## config.mk

```make
export PLATFORM = sky130hd
export DESIGN_NAME = ifetch_queue_flat
export DESIGN_NICKNAME = d
export VERILOG_FILES = /design/src/rtl/ifetch_queue_pkg.sv /design/src/rtl/ifetch_queue_if.sv /design/src/rtl/ifetch_queue_fifo.sv /design/src/rtl/ifetch_queue.sv /design/src/flat_wrapper.sv
export SDC_FILE = /design/constraint.sdc
export NUM_CORES = 1
export LEC_CHECK = 0
export ABC_AREA = 1
export CAP_MARGIN = 20
export CORE_UTILIZATION = 35
export CTS_BUF_LIST = sky130_fd_sc_hd__clkbuf_4 sky130_fd_sc_hd__clkbuf_8 sky130_fd_sc_hd__clkbuf_16
export CTS_CLUSTER_DIAMETER = 40
export DETAILED_ROUTE_END_ITERATION = 10
export SLEW_MARGIN = 25
export SYNTH_ARGS = -nofsm -noshare
export SYNTH_HDL_FRONTEND = slang
export SYNTH_SLANG_ARGS = --single-unit
```

## constraint.sdc

```tcl
create_clock -name clock -period 2.75 [get_ports clock]
set_clock_uncertainty 0.15 [all_clocks]
set_input_delay 0.55 -clock clock [delete_from_list [all_inputs] [get_ports clock]]
set_output_delay 0.55 -clock clock [all_outputs]
set_load 0.005 [all_outputs]
```

## src/rtl/ifetch_queue_pkg.sv

```systemverilog
// pkg_tpu: shared scalar-unit types for the fetch path.
// Rev 1.0
`default_nettype none

package pkg_tpu;

   localparam int unsigned INSTR_W = 32;

   typedef logic [INSTR_W-1:0] instr_t;

   typedef enum logic [1:0] {
      IFQ_IDLE  = 2'd0,
      IFQ_RUN   = 2'd1,
      IFQ_DRAIN = 2'd2
   } ifq_state_t;

endpackage : pkg_tpu

`default_nettype wire

```

## src/rtl/ifetch_queue_if.sv

```systemverilog
// ifetch_queue_if: buffer-read, decode handshake and control bundle of the fetch stage.
// Rev 1.0
`default_nettype none

interface ifetch_queue_if;
   import pkg_tpu::*;

   logic   I_Req;
   logic   I_Empty;
   logic   I_Term;
   logic   I_Flush;
   logic   I_Stall;
   instr_t I_Instr;
   logic   O_Re_Buff;
   logic   O_Req;
   instr_t O_Instr;
   logic   O_Busy;
   logic   O_Done;

   modport slave (
      input  I_Req, I_Empty, I_Term, I_Flush, I_Stall, I_Instr,
      output O_Re_Buff, O_Req, O_Instr, O_Busy, O_Done
   );

   modport master (
      output I_Req, I_Empty, I_Term, I_Flush, I_Stall, I_Instr,
      input  O_Re_Buff, O_Req, O_Instr, O_Busy, O_Done
   );

endinterface : ifetch_queue_if

`default_nettype wire

```

## src/rtl/ifetch_queue_fifo.sv

```systemverilog
// ifq_fifo: DEPTH-entry instr_t prefetch FIFO with occupancy and head output.
// Rev 1.0
`default_nettype none

module ifq_fifo
   import pkg_tpu::*;
#(
   parameter int DEPTH = 4,
   parameter int CNT_W = $clog2(DEPTH + 1)
) (
   input  wire logic             clock,
   input  wire logic             reset,
   input  wire logic             i_clr,
   input  wire logic             i_push,
   input  wire instr_t           i_data,
   input  wire logic             i_pop,
   output logic      [CNT_W-1:0] o_occ,
   output instr_t                o_head
);

   localparam int PTR_W = (DEPTH > 1) ? $clog2(DEPTH) : 1;

   instr_t            r_mem [DEPTH];
   logic [PTR_W-1:0]  r_wr_ptr;
   logic [PTR_W-1:0]  r_rd_ptr;
   logic [CNT_W-1:0]  r_occ;
   logic              w_pop;

   assign w_pop = i_pop & (r_occ != '0);

   always_ff @(posedge clock) begin
      if (!reset) begin
         r_wr_ptr <= '0;
         r_rd_ptr <= '0;
         r_occ    <= '0;
         for (int i = 0; i < DEPTH; i++) begin
            r_mem[i] <= '0;
         end
      end else if (i_clr) begin
         r_wr_ptr <= '0;
         r_rd_ptr <= '0;
         r_occ    <= '0;
      end else begin
         if (i_push) begin
            r_mem[r_wr_ptr] <= i_data;
            r_wr_ptr        <= r_wr_ptr + PTR_W'(1);
         end
         if (w_pop) begin
            r_rd_ptr <= r_rd_ptr + PTR_W'(1);
         end
         // Push and pop together leave the count untouched.
         if (i_push && !w_pop) begin
            r_occ <= r_occ + CNT_W'(1);
         end else if (!i_push && w_pop) begin
            r_occ <= r_occ - CNT_W'(1);
         end
      end
   end

   assign o_occ  = r_occ;
   assign o_head = r_mem[r_rd_ptr];

endmodule : ifq_fifo

`default_nettype wire

```

## src/rtl/ifetch_queue.sv

```systemverilog
// ifetch_queue: fetch FSM, read-credit logic and in-flight tracking around ifq_fifo.
// Rev 1.0
`default_nettype none

module ifetch_queue
   import pkg_tpu::*;
#(
   parameter int DEPTH  = 4,
   parameter int RD_LAT = 1,
   parameter int CNT_W  = $clog2(DEPTH + 1)
) (
   input wire logic       clock,
   input wire logic       reset,
   ifetch_queue_if.slave  bus
);

   localparam int SUM_W = $clog2(DEPTH + RD_LAT + 1);
   localparam logic [SUM_W-1:0] c_depth_lim = SUM_W'(DEPTH);

   ifq_state_t        r_state;
   ifq_state_t        w_state_nxt;
   logic [RD_LAT-1:0] r_vld;
   logic [CNT_W-1:0]  w_occ;
   logic [SUM_W-1:0]  w_inflight;
   logic [SUM_W-1:0]  w_credit;
   logic              w_drained;
   logic              w_re;
   logic              w_done;
   logic              w_busy;
   logic              w_push;
   logic              w_req;
   logic              w_pop;
   instr_t            w_head;

   always_comb begin
      w_inflight = '0;
      for (int i = 0; i < RD_LAT; i++) begin
         w_inflight = w_inflight + SUM_W'(r_vld[i]);
      end
   end

   // Credits count the queue plus every read still travelling; a pop this cycle frees nothing.
   assign w_credit  = SUM_W'(w_occ) + w_inflight;
   assign w_drained = (w_occ == '0) && (r_vld == '0);

   always_ff @(posedge clock) begin
      if (!reset) begin
         r_state <= IFQ_IDLE;
      end else begin
         r_state <= w_state_nxt;
      end
   end

   always_comb begin
      w_state_nxt = r_state;
      if (bus.I_Flush) begin
         w_state_nxt = IFQ_IDLE;
      end else begin
         unique case (r_state)
            IFQ_IDLE:  if (bus.I_Req && !bus.I_Term) w_state_nxt = IFQ_RUN;
            IFQ_RUN:   if (bus.I_Term)               w_state_nxt = IFQ_DRAIN;
            IFQ_DRAIN: if (w_drained)                w_state_nxt = IFQ_IDLE;
            default:                                 w_state_nxt = IFQ_IDLE;
         endcase
      end
   end

   always_comb begin
      w_re   = 1'b0;
      w_done = 1'b0;
      w_busy = (r_state != IFQ_IDLE);
      if (r_state == IFQ_RUN) begin
         w_re = !bus.I_Empty && !bus.I_Term && !bus.I_Flush && (w_credit < c_depth_lim);
      end
      if (r_state == IFQ_DRAIN) begin
         w_done = w_drained && !bus.I_Flush;
      end
   end

   always_ff @(posedge clock) begin
      if (!reset || bus.I_Flush) begin
         r_vld <= '0;
      end else begin
         r_vld[0] <= w_re;
         for (int i = 1; i < RD_LAT; i++) begin
            r_vld[i] <= r_vld[i-1];
         end
      end
   end

   assign w_push = r_vld[RD_LAT-1];
   assign w_req  = (w_occ != '0);
   assign w_pop  = w_req && !bus.I_Stall;

   ifq_fifo #(
      .DEPTH (DEPTH),
      .CNT_W (CNT_W)
   ) u_fifo (
      .clock  (clock),
      .reset  (reset),
      .i_clr  (bus.I_Flush),
      .i_push (w_push),
      .i_data (bus.I_Instr),
      .i_pop  (w_pop),
      .o_occ  (w_occ),
      .o_head (w_head)
   );

   assign bus.O_Re_Buff = w_re;
   assign bus.O_Req     = w_req;
   assign bus.O_Instr   = w_head;
   assign bus.O_Busy    = w_busy;
   assign bus.O_Done    = w_done;

endmodule : ifetch_queue

`default_nettype wire

```

## src/flat_wrapper.sv

```systemverilog
// flat-port wrapper written by rule: the top's interface ports become plain ports
module ifetch_queue_flat import pkg_tpu::*;
#(
   parameter int DEPTH  = 4,
   parameter int RD_LAT = 1,
   parameter int CNT_W  = $clog2(DEPTH + 1)
)
  (clock, reset, bus_I_Req, bus_I_Empty, bus_I_Term, bus_I_Flush, bus_I_Stall, bus_I_Instr, bus_O_Re_Buff, bus_O_Req, bus_O_Instr, bus_O_Busy, bus_O_Done);
  ifetch_queue_if bus_i ();
  input wire logic clock;
  input wire logic reset;
  input wire logic [$bits(bus_i.I_Req)-1:0] bus_I_Req;
  input wire logic [$bits(bus_i.I_Empty)-1:0] bus_I_Empty;
  input wire logic [$bits(bus_i.I_Term)-1:0] bus_I_Term;
  input wire logic [$bits(bus_i.I_Flush)-1:0] bus_I_Flush;
  input wire logic [$bits(bus_i.I_Stall)-1:0] bus_I_Stall;
  input wire logic [$bits(bus_i.I_Instr)-1:0] bus_I_Instr;
  output wire logic [$bits(bus_i.O_Re_Buff)-1:0] bus_O_Re_Buff;
  output wire logic [$bits(bus_i.O_Req)-1:0] bus_O_Req;
  output wire logic [$bits(bus_i.O_Instr)-1:0] bus_O_Instr;
  output wire logic [$bits(bus_i.O_Busy)-1:0] bus_O_Busy;
  output wire logic [$bits(bus_i.O_Done)-1:0] bus_O_Done;
  assign bus_i.I_Req = bus_I_Req;
  assign bus_i.I_Empty = bus_I_Empty;
  assign bus_i.I_Term = bus_I_Term;
  assign bus_i.I_Flush = bus_I_Flush;
  assign bus_i.I_Stall = bus_I_Stall;
  assign bus_i.I_Instr = bus_I_Instr;
  assign bus_O_Re_Buff = bus_i.O_Re_Buff;
  assign bus_O_Req = bus_i.O_Req;
  assign bus_O_Instr = bus_i.O_Instr;
  assign bus_O_Busy = bus_i.O_Busy;
  assign bus_O_Done = bus_i.O_Done;
  ifetch_queue #(.DEPTH(DEPTH), .RD_LAT(RD_LAT), .CNT_W(CNT_W)) u_core (.clock(clock), .reset(reset), .bus(bus_i));
endmodule
```

==> out/qor.txt <==
status = completed
Fmax = 373.2 MHz
worst skew pair latency = 420 ps
Slew Limit Fails = 0
Vias per Instance = 4.891
MaxCap Viol Count = 0
Post-Syn Area = 6068 sq um
die span in y = 133.7 microns
Worst setup SP type = flip-flop
pin count of the biggest net entering global routing = 37
total core area = 16760 sq um
minimum clock period = 2679 ps
# setup viols final = 0
worst slew pin tran = 474.9 ps
Ports = 75
GRT Util Overall = 0.1694
Ant. Diodes = 0
initial antenna violation count = 0
total power = 5.072 mW
clk buf depth = 2
Max-slew headroom = 0.6834
synth warn = 0
row cnt = 47
PD cells = 645.7 nW/um^2
post-placement setup slack = 30.39 ps
Syn Nets = 611
critical path peak fanout = 14
Layout Utilization = 0.4687
RSZ-0062 raised after global routing = true
Crit. End Element = primary output
post-route setup TNS = 0 ps
# port buffers = 74
Max IR drop VDD = 0.3881 mV
total global routing overflow = 0
Die W = 133.7 microns
first-pass GRT wire length = 22.75 mm
GPL Wtd Cong = 0.7456
drt drc = 0
min setup slack post-route = 70.53 ps
final wirelength = 14.16 mm
CTS Sinks = 140
Crit Path Class = flip-flop to primary output
placed wire-length estimate = 8.637 mm
Lkg Pwr = 3.157 nW
crit share post-route = 0.9744
synthesized instance count = 570
TritonCTS clock tree = done
vias in the first global route = 4523
Hold Fails Final Rpt = 0
DR iter-0 viols = 215
Arr. time, crit path = 1980 ps
Area Growth Syn to Fin = 29.44%
Placed Cells incl. Taps = 859
Post-layout nets = 699
synth unique cells = 27
CTS Root Cell = clkbuf_16
required time worst endpoint = 2050 ps
die area = 17870 sq um
clk slew on worst S/H paths = 60 ps
CTS HTree Levels = 4
share of layout cells above drive strength 1 = 0.1179
Worst Hold Class = flip-flop to flip-flop
number of synthesized register bits = 140
Synth Area per Inst = 10.65 sq um
initial core utilization = 0.3621
Post-CTS Hold Fix Bufs = 0
CTS buffer count = 17
DR vias = 4353
Detail Route Antenna Nets = 0
Finished Layout Cells = 890
WL/cell = 15.91 microns
number of detailed-route iterations in the first pass = 4
Seq/Total Area, Yosys = 0.6730
cell type report:
type                       instances  area [sq um]
fill                            1555          8905
sequential                       140          4086
multi-input combinational        350          1648
timing repair buffer             100          1025
clock buffer                      19         440.4
tap                              220         275.3
clock inverter                    12         196.4
inverter                          49         183.9
routing by layer:
layer	GRT usage	up-vias	part of all wire
met5	0	-	0
met4	0.07071	0	0.015
met3	0.03349	20	0.049
met2	0.2856	121	0.50
met1	0.2123	2103	0.44
li1	-	2109	-
sequential cells by signal (all words and copies together) (netlist names), named ones only:
name,flops
u_core.u_fifo.r_mem,128
u_core.u_fifo.o_occ,3
u_core.r_state,2
u_core.u_fifo.r_rd_ptr,2
u_core.u_fifo.r_wr_ptr,2
u_core.r_vld,1
synth_stat cells, drive strengths merged:
| library cell | instances | area, sq um |
|---|---|---|
| nor2 | 206 | 812.0 |
| edfxtp | 128 | 3844 |
| o21ai | 67 | 346.6 |
| inv | 48 | 180.2 |
| o22ai | 32 | 200.2 |
| nand2 | 23 | 108.9 |
| buf | 16 | 131.4 |
| clkbuf | 15 | 56.30 |
| dfxtp | 12 | 240.2 |
| a21oi | 7 | 35.03 |
| nand3 | 7 | 35.03 |
| or2 | 2 | 12.51 |
| clkinv | 1 | 3.750 |
| fa | 1 | 20.02 |
| ha | 1 | 12.51 |
| nand3b | 1 | 7.510 |
| nand4 | 1 | 6.260 |
| o211ai | 1 | 7.510 |
| xor2 | 1 | 8.760 |
timing repair:
item                                    CTS  global route
pin swaps                                 0             2
resized for setup                         2             7
endpoints found under the setup margin   14             9
cloned                                    0             0
setup buffers                             0             0
hold endpoints to repair                  0             0
cells by family after synthesis:
kind of cell | Yosys count | synth area share
DFF | 140 | 0.6730
xor gates and xnor gates | 1 | 0.001444
AOI/OAI and AO/OA | 107 | 0.09711
adders and majority gates | 2 | 0.005361
buffers and inverters | 80 | 0.06123
and+or+nand+nor | 240 | 0.1619
placed cells by master, fill, tap and decap left out, types with 7 or more instances in the layout:
cell type | Yosys | routed
edfxtp_1 | 128 | 128
dfxtp_1 | 12 | 10
o22ai_1 | 32 | 30
nand2_1 | 20 | 17
o21ai_0 | 66 | 66
inv_1 | 47 | 47
a21oi_1 | 7 | 7
nor2_1 | 200 | 198
clkbuf_16 | 0 | 17
buf_4 | 0 | 17
clkdlybuf4s50_1 | 0 | 73
worst paths after layout:
path                             startpoint  cells past startpoint                     end  slack, ps
hold / removal    u_core.u_fifo.r_rd_ptr[1]                      2               flip-flop        380
setup / recovery                  flip-flop                      4         bus_O_Instr[19]         70
hold reg to reg   u_core.u_fifo.r_rd_ptr[1]                      2               flip-flop        380
setup reg to reg     u_core.u_fifo.o_occ[0]                     10  u_core.u_fifo.o_occ[2]        680
power breakdown:
group / leakage [nW] / internal, mW / switching [mW]
clock network: 0.309 / 1.62 / 0.836
registers: 1.43 / 2.38 / 0.0152
logic: 1.42 / 0.111 / 0.116
per-stage QoR:
stage | hold WS, ps | cell area (sq um)
2_1_floorplan | 317.0 | 6071
3_3_place_gp | 336.2 | 7183
3_5_place_dp | 366.6 | 7183
4_1_cts | 380.1 | 7828
5_1_grt | 402.8 | 7855
6_report | 382.6 | 7855
worst max-delay path, cell delays in order (launching register included):
cell             delay [ps]
dfxtp_2                 410
buf_4                   240
o21ai_0                 110
o22ai_1                 250
clkdlybuf4s50_1         550
(Power assumes the default switching activity.)
